$ cat src/rtl/dmem_arb_pkg.sv
// Shared types and helpers for the data-memory port arbiter and its burst counter.
package dmem_arb_pkg;

    typedef enum logic [1:0] {IDLE, BURST, DONE} state_t;

    localparam int defVecSize  = 4;
    localparam int defDataSize = 8;

    typedef logic [defVecSize-1:0][defDataSize-1:0] beat_t;

    // Width of a burst length field able to hold 0..maxBurst.
    function automatic int lenW(input int maxBurst);
        return $clog2(maxBurst + 1);
    endfunction

endpackage

$ cat src/rtl/dmem_burst_counter.sv
// Holds the accepted host burst (base, length, direction) and generates the beat address
// for the current beat; flags the final beat of the burst.
module dmem_burst_counter
    import dmem_arb_pkg::*;
#(
    parameter int vecSize  = 4,
    parameter int regSize  = 16,
    parameter int maxBurst = 16
) (
    input  logic                        clk,
    input  logic                        reset,
    input  logic                        load,
    input  logic                        advance,
    input  logic                        we,
    input  logic [regSize-1:0]          base,
    input  logic [lenW(maxBurst)-1:0]   len,
    output logic                        burstWe,
    output logic [regSize-1:0]          beatAddr,
    output logic                        lastBeat,
    output logic                        lenZero
);

    localparam int lenBits = lenW(maxBurst);

    logic [lenBits-1:0] clampedLen;
    logic [lenBits-1:0] burstLen;
    logic [lenBits-1:0] beatCnt;
    logic [regSize-1:0] burstBase;

    assign clampedLen = (len > lenBits'(maxBurst)) ? lenBits'(maxBurst) : len;
    assign lenZero    = (clampedLen == '0);

    always_ff @(posedge clk or posedge reset) begin
        if (reset) begin
            burstBase <= '0;
            burstLen  <= '0;
            burstWe   <= 1'b0;
            beatCnt   <= '0;
        end else if (load) begin
            burstBase <= base;
            burstLen  <= clampedLen;
            burstWe   <= we;
            beatCnt   <= '0;
        end else if (advance) begin
            beatCnt   <= beatCnt + lenBits'(1);
        end
    end

    // Address arithmetic wraps modulo 2^regSize by truncation.
    assign beatAddr = burstBase + regSize'(beatCnt) * regSize'(vecSize);
    assign lastBeat = ((beatCnt + lenBits'(1)) == burstLen);

endmodule

$ cat src/rtl/dmem_port_arbiter.sv
// Shares the single data-memory port between the pipeline (per-cycle priority) and a
// host burst loader protected by a bounded starvation guard.
module dmem_port_arbiter
    import dmem_arb_pkg::*;
#(
    parameter int vecSize     = 4,
    parameter int regSize     = 16,
    parameter int dataSize    = 8,
    parameter int maxBurst    = 16,
    parameter int starveLimit = 4
) (
    input  logic                          clk,
    input  logic                          reset,
    input  logic                          pipe_req,
    input  logic                          pipe_we,
    input  logic [regSize-1:0]            pipe_addr,
    input  logic [vecSize*dataSize-1:0]   pipe_wdata,
    output logic                          pipe_stall,
    output logic                          pipe_rvalid,
    output logic [vecSize*dataSize-1:0]   pipe_rdata,
    input  logic                          host_req,
    input  logic                          host_we,
    input  logic [regSize-1:0]            host_base,
    input  logic [lenW(maxBurst)-1:0]     host_len,
    input  logic [vecSize*dataSize-1:0]   host_wdata,
    output logic                          host_busy,
    output logic                          host_beat,
    output logic                          host_rvalid,
    output logic [vecSize*dataSize-1:0]   host_rdata,
    output logic                          host_done,
    output logic                          mem_we,
    output logic [regSize-1:0]            mem_addr,
    output logic [vecSize*dataSize-1:0]   mem_wdata,
    input  logic [vecSize*dataSize-1:0]   mem_rdata
);

    localparam int starveW = $clog2(starveLimit + 1);

    state_t             state;
    state_t             nextState;
    logic [starveW-1:0] starveCnt;
    logic               accept;
    logic               pipeGrant;
    logic               burstWe;
    logic               lastBeat;
    logic               lenZero;
    logic [regSize-1:0] beatAddr;

    assign accept     = (state == IDLE) && host_req;
    assign host_beat  = (state == BURST) && (!pipe_req || (starveCnt == starveW'(starveLimit)));
    assign pipeGrant  = pipe_req && !host_beat;
    assign pipe_stall = pipe_req && host_beat;
    assign host_busy  = (state != IDLE);
    assign host_done  = (state == DONE);

    dmem_burst_counter #(
        .vecSize  (vecSize),
        .regSize  (regSize),
        .maxBurst (maxBurst)
    ) burstCounter (
        .clk      (clk),
        .reset    (reset),
        .load     (accept),
        .advance  (host_beat),
        .we       (host_we),
        .base     (host_base),
        .len      (host_len),
        .burstWe  (burstWe),
        .beatAddr (beatAddr),
        .lastBeat (lastBeat),
        .lenZero  (lenZero)
    );

    always_ff @(posedge clk or posedge reset) begin
        if (reset) state <= IDLE;
        else       state <= nextState;
    end

    always_comb begin
        nextState = state;
        case (state)
            IDLE:    if (host_req) nextState = lenZero ? DONE : BURST;
            BURST:   if (host_beat && lastBeat) nextState = DONE;
            DONE:    nextState = IDLE;
            default: nextState = IDLE;
        endcase
    end

    // Counts burst cycles lost to the pipeline; at the limit the host takes the next beat.
    always_ff @(posedge clk or posedge reset) begin
        if (reset) begin
            starveCnt <= '0;
        end else if (accept || host_beat) begin
            starveCnt <= '0;
        end else if ((state == BURST) && (starveCnt != starveW'(starveLimit))) begin
            starveCnt <= starveCnt + starveW'(1);
        end
    end

    always_comb begin
        mem_we    = 1'b0;
        mem_addr  = '0;
        mem_wdata = '0;
        if (host_beat) begin
            mem_we    = burstWe;
            mem_addr  = beatAddr;
            mem_wdata = host_wdata;
        end else if (pipeGrant) begin
            mem_we    = pipe_we;
            mem_addr  = pipe_addr;
            mem_wdata = pipe_wdata;
        end
    end

    always_ff @(posedge clk or posedge reset) begin
        if (reset) begin
            pipe_rvalid <= 1'b0;
            pipe_rdata  <= '0;
            host_rvalid <= 1'b0;
            host_rdata  <= '0;
        end else begin
            pipe_rvalid <= pipeGrant && !pipe_we;
            host_rvalid <= host_beat && !burstWe;
            if (pipeGrant && !pipe_we) pipe_rdata <= mem_rdata;
            if (host_beat && !burstWe) host_rdata <= mem_rdata;
        end
    end

endmodule

$ cat config.mk
export PLATFORM = sky130hd
export DESIGN_NAME = dmem_port_arbiter
export DESIGN_NICKNAME = d
export VERILOG_FILES = /design/src/rtl/dmem_arb_pkg.sv /design/src/rtl/dmem_burst_counter.sv /design/src/rtl/dmem_port_arbiter.sv
export SDC_FILE = /design/constraint.sdc
export NUM_CORES = 1
export LEC_CHECK = 0
export CAP_MARGIN = 20
export CORE_MARGIN = 2
export CORE_UTILIZATION = 35
export CTS_BUF_LIST = sky130_fd_sc_hd__clkbuf_16
export DETAILED_ROUTE_END_ITERATION = 10
export PLACE_DENSITY_LB_ADDON = 0.1
export SLEW_MARGIN = 30
export SYNTH_ARGS = -nofsm -noshare
export SYNTH_HDL_FRONTEND = slang
export SYNTH_SLANG_ARGS = --single-unit
export TNS_END_PERCENT = 20
$ cat constraint.sdc
create_clock -name clk -period 3.8 [get_ports clk]
set_clock_uncertainty 0.2 [all_clocks]
set_input_delay 0.57 -clock clk [delete_from_list [all_inputs] [get_ports clk]]
set_output_delay 0.57 -clock clk [all_outputs]
set_load 0.1 [all_outputs]
# Word level (Yosys, flattened, before mapping)

Cells that the tools add are included.

Equal/unequal tests: 7
Multiplexer cells: 15
Shifts and indexed selects: 0
$lt $le $gt $ge: 1
Reductions and logical operators: 20
Bitwise operators: 0
$mul: 0
Div/mod/pow operators: 0
$add $sub $neg: 3

Operator list:

| kind                | number |
|---|---|
| $mux 32             | 2 |
| $mux 16             | 2 |
| $add 16x7->16       | 1 |
| $mux 5              | 3 |
| $logic_and 1x1->1   | 8 |
| $mux 2              | 3 |
| $mux 3              | 2 |
| $reduce_bool 2->1   | 3 |
| $add 5x1->5 const B | 1 |
| $eq 5x5->1          | 1 |
| $gt 5x5->1 const B  | 1 |
| $logic_not 5->1     | 1 |
| $logic_not 1->1     | 4 |
| $ne 2x2->1 const B  | 2 |
| $pmux 2 s2          | 1 |
| $add 3x1->3 const B | 1 |
| $eq 3x3->1 const B  | 1 |
| $ne 3x3->1 const B  | 1 |
| $eq 2x1->1 const B  | 1 |
| $eq 2x2->1 const B  | 1 |
| $logic_not 2->1     | 1 |
| $logic_or 1x1->1    | 2 |
| $mux 1              | 2 |
| $reduce_and 2->1    | 1 |

Output and inout port bits: 119
Register bits after elaboration: 98
Memories kept: 0
Bits of input ports: 139
Logic and storage cells: 56
Memory bits (read-only): 0
Bits in latches: 0
Bits in writable memories: 0

# Longest topological paths before layout

Depth in word-level cells: 7
Mapped depth: 9
Gate-level depth less buffers: 8

# By module

Synthesis repeated with hierarchy kept, for this count alone.

Cells, all modules: 491
Area total of the unflattened synthesis: 5,212.5 µm²

By module, submodules not included:

| module             | sequential area each (µm²) | area an instance (µm²) | times used | cells an instance |
|---|---|---|---|---|
| dmem_port_arbiter  | 1,776.7                    | 3,659.8                | 1          | 346 |
| dmem_burst_counter | 675.6                      | 1,552.7                | 1          | 145 |

# Least setup slack after synthesis

Ideal clock, no wire load.

Path kind: register to output
Start point: reg burstCounter.beatCnt[0]
End point: out mem_addr[10]
Path slack: -741 ps
Path buffers: 0
Data arrival time: 3,771 ps
Data required time: 3,030 ps
Stages on the path, launching flop included: 8
Cell sequence: dfrtp_1 -> ha_1 -> fa_1 -> a211oi_1 -> o21bai_1 -> nand4_1 -> xor2_1 -> o21ai_0

Cells in the longest elaborated chain, start to end: 2

Ends and longest elaborated chain:

| what                   | RTL line                 | text |
|---|---|---|
| from (decl)            | dmem_burst_counter.sv:27 | `logic [lenBits-1:0] beatCnt;` |
| from (signal assigned) | dmem_burst_counter.sv:45 | `beatCnt <= beatCnt + lenBits'(1);` |
| $add 16x7->16          | dmem_burst_counter.sv:50 | `assign beatAddr = burstBase + regSize'(beatCnt) * regSize'(vecSize);` |
| $mux 16                | dmem_port_arbiter.sv:104 | `if (host_beat) begin` |
| to (decl)              | dmem_port_arbiter.sv:32  | `output logic [regSize-1:0] mem_addr,` |

No other way between the ends.

# Final worst setup path

Start point: reg burstCounter.beatCnt[0]
End point: out mem_addr[14]

Same word-level chain as after synthesis.

==> summary.txt <==
Logic synthesis
  – Portion of the post-synthesis area used by sequential elements: approximately half
  – Seq cells post-synth: 98
  – Fraction of registers with async set or reset after synthesis: 100%
  – Area share of the largest cell type after synthesis: between 40% and 50%
  – Number of distinct library cells after synthesis: 38
  – Synthesized area per cell: 10.8 um2
  – Instance count of the mapped netlist: 465
  – Number of nets produced by synthesis: 613
  – Most frequently used flop master after synthesis: sky130_fd_sc_hd__dfrtp_1
  – Cell type contributing the most total cell area after synthesis: sky130_fd_sc_hd__dfrtp_1
  – Top cells by area, synth: sky130_fd_sc_hd__dfrtp_1, sky130_fd_sc_hd__mux2_2, sky130_fd_sc_hd__mux2_4
  – Number of warnings issued by yosys: 0
  – Dominant cell by count in the synthesized netlist: sky130_fd_sc_hd__dfrtp_1
  – Most used standard cells in the synthesized netlist: sky130_fd_sc_hd__dfrtp_1, sky130_fd_sc_hd__nand2_1, sky130_fd_sc_hd__nand3_1
  – Post-Synthesis Cell Area: 5040 um2
  – Number of enable-type register cells in the synthesized netlist: 0

Clocking
  – CTS hold repair buffers: 0
  – Clock latency at the later pin of the worst-skew pair: around 0.33 ns
  – Buffers from clock root to sink, at most: 2
  – Clk Tree Root Cell: sky130_fd_sc_hd__clkbuf_16
  – Number of CTS-inserted buffers: 9
  – Clock slew at the register clock pins of the worst setup and hold paths: 0.06 ns
  – Resized Gates After CTS: 0
  – Clock tree from TritonCTS: yes
  – H-tree level count: 3
  – # Post-CTS Setup Buffers: 0
  – Num Clock Sinks: 98

STA
  – F_max: 0.284 GHz
  – Sum Neg Setup Slack: 0 ns
  – RSZ-0062 raised after global routing: no
  – Hold Violations, Final: 0
  – Min Tclk post-route: 3.52 ns
  – Final worst-path cycle share: roughly 90%
  – Final slew viol count: 0
  – Setup violators final: 0
  – Slew at the pin with the worst max-slew slack: 1.02 ns
  – Headroom to the max-slew limit: between 30% and 40%

Die
  – Floorplan core area: 14000 um2
  – Die Y-Extent: 124 um
  – Cell Rows: 43
  – Initial core utilization: between 30% and 40%
  – I/O pin total: 258
  – Die Outline Area: 15400 um2
  – DIE WIDTH: roughly 120 um

GRT
  – Number of global-route vias before repair: 4372
  – Pin count of the biggest net entering global routing: 54
  – Global-route wire length before repair: 22700 um
  – Sum of overflow across all layers after global routing: 0
  – Overall track demand over capacity in global routing: about a fifth
  – Initial antenna violation count: 1

Placed design
  – # port buffers: 257
  – Placed Instance Area: 8240 um2
  – Weighted congestion reported at the end of routability-driven placement: 0.784
  – Half-perimeter wire length after placement: 11500 um

Setup path
  – Critical Path Start Type: register
  – FF-to-FF Start: starveCnt[0]
  – Required time of the critical path: 3.03 ns
  – Worst Reg2Reg Path Length in Cells: 7
  – Flop-to-flop setup slack: between 0.6 and 0.7 ns
  – Crit. End Element: output port
  – Worst Path Arrival: 2.75 ns
  – Type of the worst setup path: reg -> out
  – R2r endpoint: pipe_rdata[5]
  – Biggest fanout along the worst timing path: 6

Routing
  – WL/cell: 16.5 um
  – Via count of the routed design: about 4300
  – Sum of routed wire length over all layers: 14800 um
  – Number of detailed-routing iterations run before antenna repair: 4
  – Antenna-violating nets left: 0
  – Violation count after the first detailed-route iteration: roughly 130
  – Total DRC errors in the routed layout: 0
  – Vias/cell: 4.84

Min path
  – Path category of the worst min-delay check: reg -> reg
  – Hold Path Depth: 1
  – Worst Hold End: pipe_rdata[4]
  – Launch point of the worst hold path: pipe_rdata[4]

Layout
  – Cell area after layout: 8530 um2
  – Share of final-layout standard cells stronger than drive strength 1: roughly 22%
  – Number of nets in the finished design: roughly 860
  – Number of diodes: 0
  – Layout Area Growth over Synthesis: 69.1%
  – Layout Utilization: 61.0%

Flow run
  – Max_cap viols: 0

Run status
  – Result of the run: complete, no violations
[logic make-up after synthesis]
group           after synthesis  synth area share, %
buf+inv                      35                 3.77
xor+xnor                     20                 3.47
flops                        98                 48.6
fa+ha+maj                     9                 2.38
compound gates               44                 4.96
mux                          82                 20.5
simple gates                177                 16.3
[through the flow]
stage / setup WS [ns] / cells / hold slack, ns
3_3_place_gp: 0.671 / 879 / 0.288
4_1_cts: 0.260 / 895 / 0.309
5_1_grt: 0.102 / 895 / 0.322
6_report: 0.278 / 895 / 0.307
3_5_place_dp: 0.609 / 879 / 0.293
2_1_floorplan: -0.731 / 465 / 0.269
[cell usage in the layout, fill, tap and decap left out, types with 2 or more instances in the layout]
cell type,n
sky130_fd_sc_hd__a211oi_1,4
sky130_fd_sc_hd__a21o_1,3
sky130_fd_sc_hd__a21oi_1,4
sky130_fd_sc_hd__and2_1,2
sky130_fd_sc_hd__buf_12,52
sky130_fd_sc_hd__buf_4,4
sky130_fd_sc_hd__clkbuf_16,9
sky130_fd_sc_hd__clkdlybuf4s50_1,204
sky130_fd_sc_hd__clkinvlp_4,2
sky130_fd_sc_hd__dfrtp_1,98
sky130_fd_sc_hd__ha_1,8
sky130_fd_sc_hd__inv_1,8
sky130_fd_sc_hd__inv_6,2
sky130_fd_sc_hd__mux2_2,53
sky130_fd_sc_hd__mux2_4,29
sky130_fd_sc_hd__nand2_1,91
sky130_fd_sc_hd__nand2b_1,5
sky130_fd_sc_hd__nand3_1,57
sky130_fd_sc_hd__nand4_1,2
sky130_fd_sc_hd__nor2_1,9
sky130_fd_sc_hd__nor2b_1,2
sky130_fd_sc_hd__o21ai_0,24
sky130_fd_sc_hd__o21ai_1,3
sky130_fd_sc_hd__o21bai_1,3
sky130_fd_sc_hd__xnor2_1,7
sky130_fd_sc_hd__xor2_1,13
[final cells by class]
| type | instances | area, um2 |
|---|---|---|
| Tap cell | 180 | 225 |
| Clock buffer | 9 | 225 |
| Timing Repair Buffer | 261 | 3120 |
| Sequential cell | 98 | 2450 |
| Clock inverter | 7 | 70.1 |
| Inverter | 8 | 37.5 |
| Multi-Input combinational cell | 332 | 2400 |
| Fill cell | 1182 | 5460 |
[flip-flops by register name, indices dropped and copies added (netlist names), 2 cells and up]
register	flops
burstCounter.beatCnt	5
host_rdata	32
state	2
burstCounter.burstLen	5
starveCnt	3
pipe_rdata	32
burstCounter.burstBase	16
[critical path, stage by stage, from the launching register on]
cell	delay, ns
sky130_fd_sc_hd__dfrtp_1	0.45
sky130_fd_sc_hd__ha_1	0.25
sky130_fd_sc_hd__fa_1	0.43
sky130_fd_sc_hd__a211oi_1	0.32
sky130_fd_sc_hd__o21bai_1	0.20
sky130_fd_sc_hd__nand3_1	0.14
sky130_fd_sc_hd__xor2_1	0.07
sky130_fd_sc_hd__o21ai_0	0.34
sky130_fd_sc_hd__buf_12	0.23
[worst max-delay path by stage]
stage                             from  cells after the start              to  slack, ns
6_report       burstCounter.beatCnt[0]                      8    mem_addr[14]       0.28
5_1_grt        burstCounter.beatCnt[0]                      8    mem_addr[14]       0.10
3_5_place_dp              starveCnt[0]                      7  pipe_rdata[30]       0.61
4_1_cts        burstCounter.beatCnt[0]                      8    mem_addr[14]       0.26
2_1_floorplan  burstCounter.beatCnt[0]                      7    mem_addr[14]      -0.73
3_3_place_gp              starveCnt[0]                      7   pipe_rdata[0]       0.67
[per-layer routing]
metal	part of all wire, %	GRT usage, %	vias to the layer above
met4	0.47	3.79	2
met1	39	22.0	2084
li1	-	-	2077
met5	0.11	0	-
met2	50	33.5	162
met3	10	7.19	9
Power is left out: the tool's default activity adds up to more than one toggle a clock period on the data nets, which glitch-free logic cannot reach.
==> patch: new RTL, same settings <==
The 3 states of `state_t` get a one-hot encoding in 3 bits.
--- a/src/rtl/dmem_arb_pkg.sv
+++ b/src/rtl/dmem_arb_pkg.sv
@@ -2,5 +2,5 @@
 package dmem_arb_pkg;
 
-    typedef enum logic [1:0] {IDLE, BURST, DONE} state_t;
+    typedef enum logic [2:0] {IDLE = 3'b001, BURST = 3'b010, DONE = 3'b100} state_t;
 
     localparam int defVecSize  = 4;
Behaviour: same outputs for any inputs over 4 cycles, from zero or initial values and one cycle with reset high; so few cycles prove little.
==> patch against the original RTL <==
Area after synthesis down 2.5%; hold slack worse by 0.021 ns; design area down 0.70%; wire length increased by 2.0%; non-clock buffer count grew 5; critical path depth unchanged; sequential cell count rose by 1; synthesized cell count rose by 8.0%; first-iteration DRC count up 7.9%; worst setup slack better by 0.043 ns.
==> patch: results (changes against the original RTL) <==
The number of stages on the worst hold path is 2 (+1). The initial detailed-routing violation count was 137 (+7.9%). In this run the critical register-to-register path is launched from state[2]. The number of global-route vias before repair is 4,586 (+4.9%).

The non-filler instance count after layout came out at 936 (+4.6%). The wire length of the first global-routing pass came to 23.4 mm (+3.1%). Ranked by total cell area, the synthesized netlist is headed by sky130_fd_sc_hd__dfrtp_1 (50%), sky130_fd_sc_hd__mux2_2 (14%), sky130_fd_sc_hd__nand2_1 (12%). The total number of vias is 4,499 (+3.8%). The tightest slew margin relative to the limit came to 0.323 (+0.00367). The met3 track demand over resource came out at 0.0776 (+0.00572). The number of buffers added for setup after CTS came out at 0 (unchanged). The number of buffer cells added on primary ports is 257 (unchanged).

The mean area per synthesized cell came out at 9.80 sq um (-9.7%). The total instance count after detailed placement was 920 (+4.7%). The layout filler cell count came out at 1,134 (-4.1%). The terminating pin of the worst hold path is burstCounter.burstBase[0]. The met1 track utilization from global routing is 0.229 (+0.00874).

The flow ran to the end, and the final reports show no timing, DRC or antenna violations. The post-placement setup slack came out at 0.679 ns (+0.0704 ns). The placer congestion estimate was 0.766 (-2.3%).

The met2 usage is 0.347 (+0.0118). The HPWL after detailed placement is 11.6 mm (+1.0%). The net count after synthesis came out at 650 (+6.0%).

The ratio of cells with drive above 1 in the final layout came out at 0.194 (-0.0293). The largest vdd supply drop is 0.683 mV. The startpoint identified for the worst hold timing path is burstCounter.burstBase[0]. The total routing resource utilization after global routing came out at 0.199 (+0.00918). The count of inserted antenna diode cells is 0 (unchanged).

The number of antenna violations at the first check in global routing is 0 (-1). In the synthesized netlist, the cells that appear most often are sky130_fd_sc_hd__nand2_1 (152), sky130_fd_sc_hd__dfrtp_1 (98), sky130_fd_sc_hd__mux2_2 (63), sky130_fd_sc_hd__nand3_1 (54), sky130_fd_sc_hd__o21ai_0 (23). The depth of the worst register-to-register path came out at 6 (-1).

The endpoint identified for the worst register-to-register timing path is host_rdata[12]. The end-of-flow core utilization is 0.613 (+0.00278). The number of nets in the final layout is 899 (+4.8%). The largest net degree at the start of global routing came out at 65 (+20%). The wire length reported by the detailed router came out at 15.1 mm (+2.0%). The reg-to-reg setup timing slack came to 1.30 ns (+0.68 ns). The CTS buffer count came to 9 (unchanged). The share of synthesized area occupied by flip-flops and latches is 0.504 (+0.0180). The total cell area at the placement stage came out at 8170 sq um (-0.81%).
[patch: how the worst max path moves through the flow]
| stage | startpoint | endpoint | slack (ns) | cells after the start |
|---|---|---|---|---|
| 6_report | burstCounter.beatCnt[0] | mem_addr[14] | 0.32 | 8 |
| 5_1_grt | burstCounter.beatCnt[0] | mem_addr[14] | 0.15 | 8 |
| 4_1_cts | burstCounter.beatCnt[0] | mem_addr[14] | 0.30 | 8 |
| 3_5_place_dp | burstCounter.beatCnt[0] | mem_addr[14] | 0.68 | 8 |
| 3_3_place_gp | burstCounter.beatCnt[0] | mem_addr[14] | 0.74 | 8 |
| 2_1_floorplan | burstCounter.beatCnt[0] | mem_addr[14] | -0.73 | 7 |
[patch: cell families (layout without fill, tap and decap cells)]
| kind of cell | count (synthesis) | after routing | share of synthesized area |
|---|---|---|---|
| simple gates | 236 | 236 | 0.210 |
| flops | 99 | 99 | 0.504 |
| mux | 64 | 64 | 0.147 |
| compound gates | 41 | 41 | 0.0481 |
| buf+inv | 34 | 288 | 0.0331 |
| xor+xnor | 19 | 19 | 0.0338 |
| fa+ha+maj | 9 | 9 | 0.0244 |
[patch: worst max-delay path, delay by kind of cell, from the launching register on]
family	cells	cell delay [ns]
AND/OR/NAND/NOR	1	0.14
AO/OA/AOI/OAI	3	0.81
XOR/XNOR	1	0.07
flip-flops	1	0.45
buffers and inverters	1	0.22
adder cells (fa/ha/maj)	2	0.68
[patch: final cells by class]
class,instances,area share
clock buffer,9,0.0266
clock inverter,7,0.00901
sequential,99,0.293
timing repair buffer,266,0.372
tap,180,0.0266
inverter,6,0.00295
multi-input combinational,369,0.270
[patch: per-layer routing]
layer  routed length, um  part of all wire
met5                   0                 0
met4                 187             0.012
met3                1580              0.11
met2                7500              0.50
met1                5790              0.38
[patch: report_power, final]
| part | internal (W) | switching (W) | total, W |
|---|---|---|---|
| clock network | 0.000515 | 0.000394 | 0.000909 |
| logic | 0.00127 | 0.00324 | 0.00452 |
| registers | 0.00145 | 0.000266 | 0.00172 |
| total | 0.00324 | 0.00390 | 0.00714 |
[patch: per-stage QoR]
stage	hold WS, ns	setup TNS, ns
after CTS	0.292	0
after global routing	0.307	0
after global placement	0.263	0
after floorplan	0.246	-4.63
final	0.286	0
after detailed placement	0.275	0
